### src/rtl/hwpe_stream_tcdm_linear_source.sv
// hwpe_stream_tcdm_linear_source: strided TCDM load streamer with a credit-managed response FIFO feeding a HWPE-Stream
// clk_i/rst_i/clear_i: clock, async reset, sync soft clear
// req_start_i, base_addr_i, stride_i, trans_size_i, ready_start_o, done_o, busy_o: controller handshake and config
// tcdm_*: single 32-bit load port; stream_*: output HWPE-Stream
module hwpe_stream_tcdm_linear_source #(
  parameter int unsigned FIFO_DEPTH = 4,
  parameter int unsigned TRANS_CNT = 16
) (
  input  logic                 clk_i,
  input  logic                 rst_i,
  input  logic                 clear_i,
  input  logic                 req_start_i,
  input  logic [31:0]          base_addr_i,
  input  logic [31:0]          stride_i,
  input  logic [TRANS_CNT-1:0] trans_size_i,
  output logic                 ready_start_o,
  output logic                 done_o,
  output logic                 busy_o,
  output logic                 tcdm_req_o,
  input  logic                 tcdm_gnt_i,
  output logic [31:0]          tcdm_add_o,
  output logic                 tcdm_wen_o,
  output logic [3:0]           tcdm_be_o,
  output logic [31:0]          tcdm_data_o,
  input  logic [31:0]          tcdm_r_data_i,
  input  logic                 tcdm_r_valid_i,
  output logic                 stream_valid_o,
  input  logic                 stream_ready_i,
  output logic [31:0]          stream_data_o,
  output logic [3:0]           stream_strb_o
);
  localparam int unsigned CW = $clog2(FIFO_DEPTH + 1);
  localparam int unsigned PW = $clog2(FIFO_DEPTH);
  localparam logic [1:0] IDLE = 2'd0, WORKING = 2'd1, DRAIN = 2'd2;
  logic [1:0] state;
  logic [31:0] addr, stride;
  logic [TRANS_CNT-1:0] size, issue_cnt, pop_cnt;
  logic [CW-1:0] outstanding, fifo_count, out_nxt;
  logic [PW-1:0] wr_ptr, rd_ptr;
  logic [31:0] mem [FIFO_DEPTH];
  logic flush, done, start, gnt_fire, push, pop, last_gnt, last_pop;
  assign start = req_start_i & ready_start_o;
  assign gnt_fire = tcdm_req_o & tcdm_gnt_i;
  // after a clear, every response still in flight belongs to the aborted transfer
  assign push = tcdm_r_valid_i & ~flush & ~clear_i;
  assign pop = stream_valid_o & stream_ready_i;
  assign last_gnt = issue_cnt == size - TRANS_CNT'(1);
  assign last_pop = pop_cnt == size - TRANS_CNT'(1);
  assign out_nxt = outstanding + CW'(gnt_fire) - CW'(tcdm_r_valid_i);
  assign ready_start_o = (state == IDLE) & (outstanding == '0);
  assign busy_o = state != IDLE;
  assign done_o = done;
  // loads in flight plus buffered words never exceed the FIFO, so every response has a slot;
  // the sum only grows on a grant, which keeps req stable until it is granted
  assign tcdm_req_o = (state == WORKING) & (issue_cnt < size) &
                      (({1'b0, outstanding} + {1'b0, fifo_count}) < (CW + 1)'(FIFO_DEPTH));
  assign tcdm_add_o = addr;
  assign tcdm_wen_o = 1'b1;
  assign tcdm_be_o = 4'hF;
  assign tcdm_data_o = '0;
  assign stream_valid_o = fifo_count != '0;
  assign stream_data_o = mem[rd_ptr];
  assign stream_strb_o = 4'hF;
  always_ff @(posedge clk_i or posedge rst_i)
    if (rst_i) begin
      state <= IDLE;
      addr <= '0;
      stride <= '0;
      size <= '0;
      issue_cnt <= '0;
      pop_cnt <= '0;
      outstanding <= '0;
      fifo_count <= '0;
      wr_ptr <= '0;
      rd_ptr <= '0;
      flush <= 1'b0;
      done <= 1'b0;
    end else begin
      outstanding <= out_nxt;
      flush <= (clear_i | flush) & (out_nxt != '0);
      done <= 1'b0;
      if (clear_i) begin
        state <= IDLE;
        issue_cnt <= '0;
        pop_cnt <= '0;
        fifo_count <= '0;
        wr_ptr <= '0;
        rd_ptr <= '0;
      end else begin
        if (push) wr_ptr <= wr_ptr == PW'(FIFO_DEPTH - 1) ? '0 : wr_ptr + 1'b1;
        if (pop) rd_ptr <= rd_ptr == PW'(FIFO_DEPTH - 1) ? '0 : rd_ptr + 1'b1;
        fifo_count <= fifo_count + CW'(push) - CW'(pop);
        if (gnt_fire) begin
          addr <= addr + stride;
          issue_cnt <= issue_cnt + 1'b1;
        end
        if (pop) pop_cnt <= pop_cnt + 1'b1;
        if (start) begin
          addr <= base_addr_i & ~32'h3;
          stride <= stride_i;
          size <= trans_size_i;
          issue_cnt <= '0;
          pop_cnt <= '0;
          state <= trans_size_i != '0 ? WORKING : IDLE;
          done <= trans_size_i == '0;
        end
        if (state == WORKING && gnt_fire && last_gnt) state <= DRAIN;
        if (state == DRAIN && pop && last_pop) begin
          state <= IDLE;
          done <= 1'b1;
        end
      end
    end
  always_ff @(posedge clk_i)
    if (push) mem[wr_ptr] <= tcdm_r_data_i;
  always_ff @(posedge clk_i)
    if (!rst_i && push && !pop) assert (fifo_count != CW'(FIFO_DEPTH));
endmodule
### config.mk
export PLATFORM = sky130hd
export DESIGN_NAME = hwpe_stream_tcdm_linear_source
export DESIGN_NICKNAME = d
export VERILOG_FILES = /design/src/rtl/hwpe_stream_tcdm_linear_source.sv
export SDC_FILE = /design/constraint.sdc
export NUM_CORES = 1
export LEC_CHECK = 0
export CORE_MARGIN = 2
export CORE_UTILIZATION = 30
export CTS_BUF_LIST = sky130_fd_sc_hd__clkbuf_2 sky130_fd_sc_hd__clkbuf_4 sky130_fd_sc_hd__clkbuf_8
export DETAILED_ROUTE_END_ITERATION = 7
export RECOVER_POWER = 100
export SLEW_MARGIN = 40
export SYNTH_ARGS = -nofsm -noshare
export SYNTH_HDL_FRONTEND = slang
export SYNTH_SLANG_ARGS = --single-unit
### constraint.sdc
create_clock -name clk_i -period 5.8 [get_ports clk_i]
set_input_delay 1.16 -clock clk_i [delete_from_list [all_inputs] [get_ports clk_i]]
set_output_delay 1.16 -clock clk_i [all_outputs]
set_load 0.02 [all_outputs]
== Yosys cells after proc, flatten, opt, wreduce, memory -nomap -nowiden ==
Memories as Yosys holds them, arrays and structs flattened.
Cells that the tools add are included.

* Register bits: 126
* Bits in latches: 0
* Bits in writable memories: 128
* Bits in read-only memories: 0
* Input port bits: 119
* Output and inout port bits: 110
* Word-level logic and storage cells: 88
* Memories: 1

{| class="wikitable"
|+ Memories
! name !! words !! bits a word !! rd ports !! clocked after memory_dff !! wr ports !! line !! source
|-
| mem || 4 || 32 || 1 || 0 || 1 || 40 || <nowiki>logic [31:0] mem [FIFO_DEPTH];</nowiki>
|}

* $add $sub $neg: 11
* Multipliers: 0
* Div/mod/pow operators: 0
* Order comparisons: 2
* Equality and inequality tests: 6
* Shifts and indexed selects: 0
* Multiplexer cells: 25
* Bitwise logic cells: 12
* Reductions and logical operators: 19

{| class="wikitable"
|+ Operators with widths
! cell !! count
|-
| 2-to-1 mux 16 bit || 6
|-
| 2-to-1 mux 32 bit || 2
|-
| adder 16 x 1 -> 16 bit (second input constant) || 2
|-
| adder 32 bit || 1
|-
| equality test 16 bit || 2
|-
| 2-to-1 mux 2 bit || 10
|-
| logical NOT 16 bit || 1
|-
| < comparator 16 bit || 1
|-
| nonzero test 16 bit || 1
|-
| subtractor 16 x 1 -> 16 bit (second input constant) || 1
|-
| nonzero test 3 bit || 4
|-
| AND 1 bit || 9
|-
| nonzero test 2 bit || 4
|-
| adder 3 x 1 -> 3 bit || 2
|-
| equality test 2 bit (second input constant) || 3
|-
| 2-to-1 mux 1 bit || 6
|-
| subtractor 3 x 1 -> 3 bit || 2
|-
| adder 2 x 1 -> 2 bit (second input constant) || 2
|-
| adder 3 x 3 -> 4 bit || 1
|-
| logical AND 1 bit || 4
|-
| < comparator 4 x 3 -> 1 bit (second input constant) || 1
|-
| AND reduction 2 bit || 2
|-
| nonzero test 4 bit || 1
|-
| logical NOT 3 bit || 1
|-
| 5 further kinds || 6
|}

== Logic depth before layout (Yosys ltp) ==
* Depth after elaboration: 9
* Gate-level depth with buffers: 15
* Depth with buffers taken out: 12

== Worst setup path before layout ==
Ideal clock, no wire load.

* Path type: flip-flop to flip-flop
* Start: reg size[5]
* End: reg flush
* Setup time: 0.126 ns
* Arrival time: 3.106 ns
* Data required time: 5.674 ns
* Setup slack: 2.568 ns
* Stages on the path, launching flop included: 16
* Buffers on the path: 3
* Period minus slack after synthesis: 3.232 ns
* Path through: dfrtp_1 -> clkbuf_1 -> inv_1 -> ha_1 -> a21o_1 -> a21o_1 -> a21oi_1 -> o31a_1 -> nand3_1 -> buf_6 -> buf_2 -> xnor2_1 -> ha_1 -> fa_1 -> xnor2_1 -> o32a_1

* Word-level cells in the longest chain between the ends: 8

{| class="wikitable"
|+ Ends and longest elaborated chain
! what !! line !! source
|-
| from (decl) || 37 || <nowiki>logic [TRANS_CNT-1:0] size, issue_cnt, pop_cnt;</nowiki>
|-
| from (signal assigned) || 101 || <nowiki>size <= trans_size_i;</nowiki>
|-
| < comparator 16 bit || 55 || <nowiki>assign tcdm_req_o = (state == WORKING) & (issue_cnt < size) &</nowiki>
|-
| AND 1 bit (2 in a row) || 55 ||
|-
| AND 1 bit || 43 || <nowiki>assign gnt_fire = tcdm_req_o & tcdm_gnt_i;</nowiki>
|-
| adder 3 x 1 -> 3 bit || 49 || <nowiki>assign out_nxt = outstanding + CW'(gnt_fire) - CW'(tcdm_r_valid_i);</nowiki>
|-
| subtractor 3 x 1 -> 3 bit || 49 ||
|-
| named net out_nxt[2] || 38 || <nowiki>logic [CW-1:0] outstanding, fifo_count, out_nxt;</nowiki>
|-
| nonzero test 3 bit || 80 || <nowiki>flush <= (clear_i | flush) & (out_nxt != '0);</nowiki>
|-
| AND 1 bit || 80 ||
|-
| to (signal assigned) || 80 ||
|-
| to (decl) || 41 || <nowiki>logic flush, done, start, gnt_fire, push, pop, last_gnt, last_pop;</nowiki>
|}

The timed path passes the listed nets, and every way through them passes these cells.
A chain may end at the register's enable or synchronous reset.

== Final worst setup path ==
* Start: reg state[1]
* End: reg addr[30] (netlist: tcdm_add_o[30])

* Word-level cells in the longest chain between the ends: 6
* Elaborated cells between the ends (all ways): 10
* Those cells by class: eq/ne (1); mux (1); bitwise (5); reduce/logical (3)

{| class="wikitable"
|+ Ends and longest elaborated chain
! what !! line !! source
|-
| from (decl) || 35 || <nowiki>logic [1:0] state;</nowiki>
|-
| from (signal assigned) || 104 || <nowiki>state <= trans_size_i != '0 ? WORKING : IDLE;</nowiki>
|-
| equality test 2 x 1 -> 1 bit || 55 ||
|-
| AND 1 bit (2 in a row) || 55 ||
|-
| AND 1 bit || 43 ||
|-
| nonzero test 2 bit (no source line) || n/a ||
|-
| AND reduction 2 bit (no source line) || n/a ||
|-
| to (signal assigned) || 94 || <nowiki>addr <= addr + stride;</nowiki>
|-
| to (signal assigned) || 99 || <nowiki>addr <= base_addr_i & ~32'h3;</nowiki>
|-
| to (decl) || 36 || <nowiki>logic [31:0] addr, stride;</nowiki>
|}

Parallel ways exist; a longest one is shown, timed or not.

==> qor.yml <==
outcome: "finished, violations left"
violations: "max-capacitance violations, max-slew violations"
grt_pass1_wl_um: 54000
ctsHoldBuffers: 0
max_cap_violations: 8
start_util: 0.304
fin_crit_ns: 4.67
synth_area_mm2: 0.0134
avgSynthCellArea_um2: 11.3
post-route-period-util: 0.806
areaGrowthSynthToFinish_pct: 24.5
overflow: 0
synth.area.top_cells: "edfxtp_1 29%, dfrtp_1 24%, ha_1 5.6%"
yosysMostFrequentCell: "nand2_1"
grt_pass1_vias: 9760
power_leakage_nw: 6.62
p_per_area_mw_per_mm2: 474
clk_pin_slew_ns: 0.06
slew_headroom: -0.902
maxSlewViolCount: 280
core_area_mm2: 0.0441
multi_input_area_mm2: 0.00586
routed_wl_um: 34000
worstPathRequired_ns: 6.26
antenna_found_initial: 2
fin_util: 0.378
finClkSkew_ns: 0.0243
drive_above_1_share: 0.105
rsz0062_at_grt: "false"
dieArea_mm2: 0.0464
setup_violations: 0
die_h_um: 215
layout.nets: 1567
antenna_cells: 0
cts_tree: "yes"
ant_nets: 0
startpoint: "state[1]"
dominantRegCellSynth: "edfxtp_1"
synth_largest_area_cell: "edfxtp_1"
yosys_warnings: 0
critPathArrivalTime_ns: 5.13
drt_iter0_drc: 406
synth_edf_count: 128
ys_async_sr_fraction: 0.496
finalHoldViolCount: 0
final.setup.tns_ns: 0
peakVddDrop_uv: 361
place_ws_ns: 2.09
place.gp.congestion: 0.874
post_cts_buffers: 0
cp-end-kind: "register"
synth_common_cells: "180 x nand2_1, 128 x edfxtp_1, 126 x dfrtp_1"
clk_latency_ns: 0.61
drt_pass1_iterations: 5
drc: 0
critPathKind: "reg -> reg"
cts-resized-gates: 0
track_usage: 0.147
yosysUniqueCellTypes: 74
worst_slack_ns: 1.13
synth_top_area_frac: 0.287
die_width_um: 215
worstReg2RegStart: "state[1]"
wl_per_cell_um: 16.8
r2r_slack_ns: 1.13
worst_pin_slew_ns: 2.84
drt-vias-per-instance: 4.72
hold_path_class: "reg -> reg"
io_pins: 229
hold_start: "stride[21]"
core.rowCount: 77
place_hpwl_um: 24000
grt_start_max_net_pins: 62
htree_levels: 2
root_buffer: "clkbuf_8"
startpoint_type: "register"
seq_area_mm2: 0.00700
ys_seq_area_frac: 0.522
max_freq_mhz: 214
cts_buffers: 46
fillCellCount: 4359
cts.sinks: 254
crit_fanout: 35
routed-via-count: 9520
io_buffers: 185
ys_seq_elements: 254
clockBufferDepth: 3
netlist_instances: 1190
[state kept, by name (all words and copies together), names as in the netlist]
register and count:
mem 128, stride 32, tcdm_add_o 32, issue_cnt 16, pop_cnt 16, size 16, fifo_count 3, outstanding 3
rd_ptr 2, state 2, wr_ptr 2, done_o 1, flush 1
[where the power goes]
group,internal [mW],leakage (nW),switching [mW]
logic,1.52,3.34,1.99
registers,2.22,2.75,0.349
clock network,1.04,0.527,0.789
[final timing paths]
path	to	cells after the start
worst max-delay path	tcdm_add_o[30]	9
min in group asynchronous	tcdm_add_o[5]	2
max in group asynchronous	pop_cnt[11]	3
worst max register to register	tcdm_add_o[30]	9
worst min register to register	stride[21]	2
worst min-delay path	stride[21]	2
[stage by stage]
step                cells  hold WS (ns)  instance area (um2)  total power [mW]
finish               2015         0.483                16700              7.91
global route         2015         0.498                16700              8.49
CTS                  2015         0.486                16700              8.08
detailed placement   1929         0.472                15700              6.18
global placement     1928         0.464                15700              6.13
floorplan            1229         0.450                13500              5.09
[layout by cell type, fill, tap and decap left out, types with 18 or more instances in the layout]
cell             count
a21oi_1             61
clkbuf_8            51
clkdlybuf4s50_1     83
conb_1              41
dfrtp_1            125
dlygate4sd3_1      102
edfxtp_1           128
ha_1                60
inv_1               30
mux4_2              32
nand2_1            180
nand3_1             33
nand4_1             18
nor2_1              77
o21ai_0             63
xnor2_1             56
xor2_1              38
[critical path, cell delays in order (launching register included)]
cell and delay (ns):
dfrtp_1 0.41, or2_2 0.35, nor4_1 0.77, nand2_1 0.12, clkbuf_1 0.71, nor2_1 1.47
buf_16 0.25, nor2_2 0.14, a22oi_1 0.21, o21ai_0 0.11
[cells by family (layout without fill, tap and decap cells)]
family | count (synthesis) | in the layout | share of synthesized area
muxes | 42 | 42 | 0.0615
and+or+nand+nor | 400 | 400 | 0.145
AOI/OAI and AO/OA | 209 | 209 | 0.0972
other | 2 | 41 | 0.000561
xor gates and xnor gates | 95 | 95 | 0.0627
buffers and inverters | 125 | 319 | 0.0498
adders and majority gates | 63 | 63 | 0.0605
DFF | 254 | 254 | 0.522
[cell type report]
type / count / area share
clock buffer: 58 / 0.0452
clock inverter: 28 / 0.0149
inverter: 32 / 0.00728
multi-input combinational: 850 / 0.351
sequential: 254 / 0.420
tap: 592 / 0.0444
timing repair buffer: 201 / 0.117
[per-layer routing]
layer	track usage	wire, um	vias up
met3	0.0429	2380	57
met1	0.188	15100	4617
met2	0.240	15800	264
met5	0	26	-
li1	-	-	4578
met4	0.0469	741	4
Power figures use the tool's default switching activity.
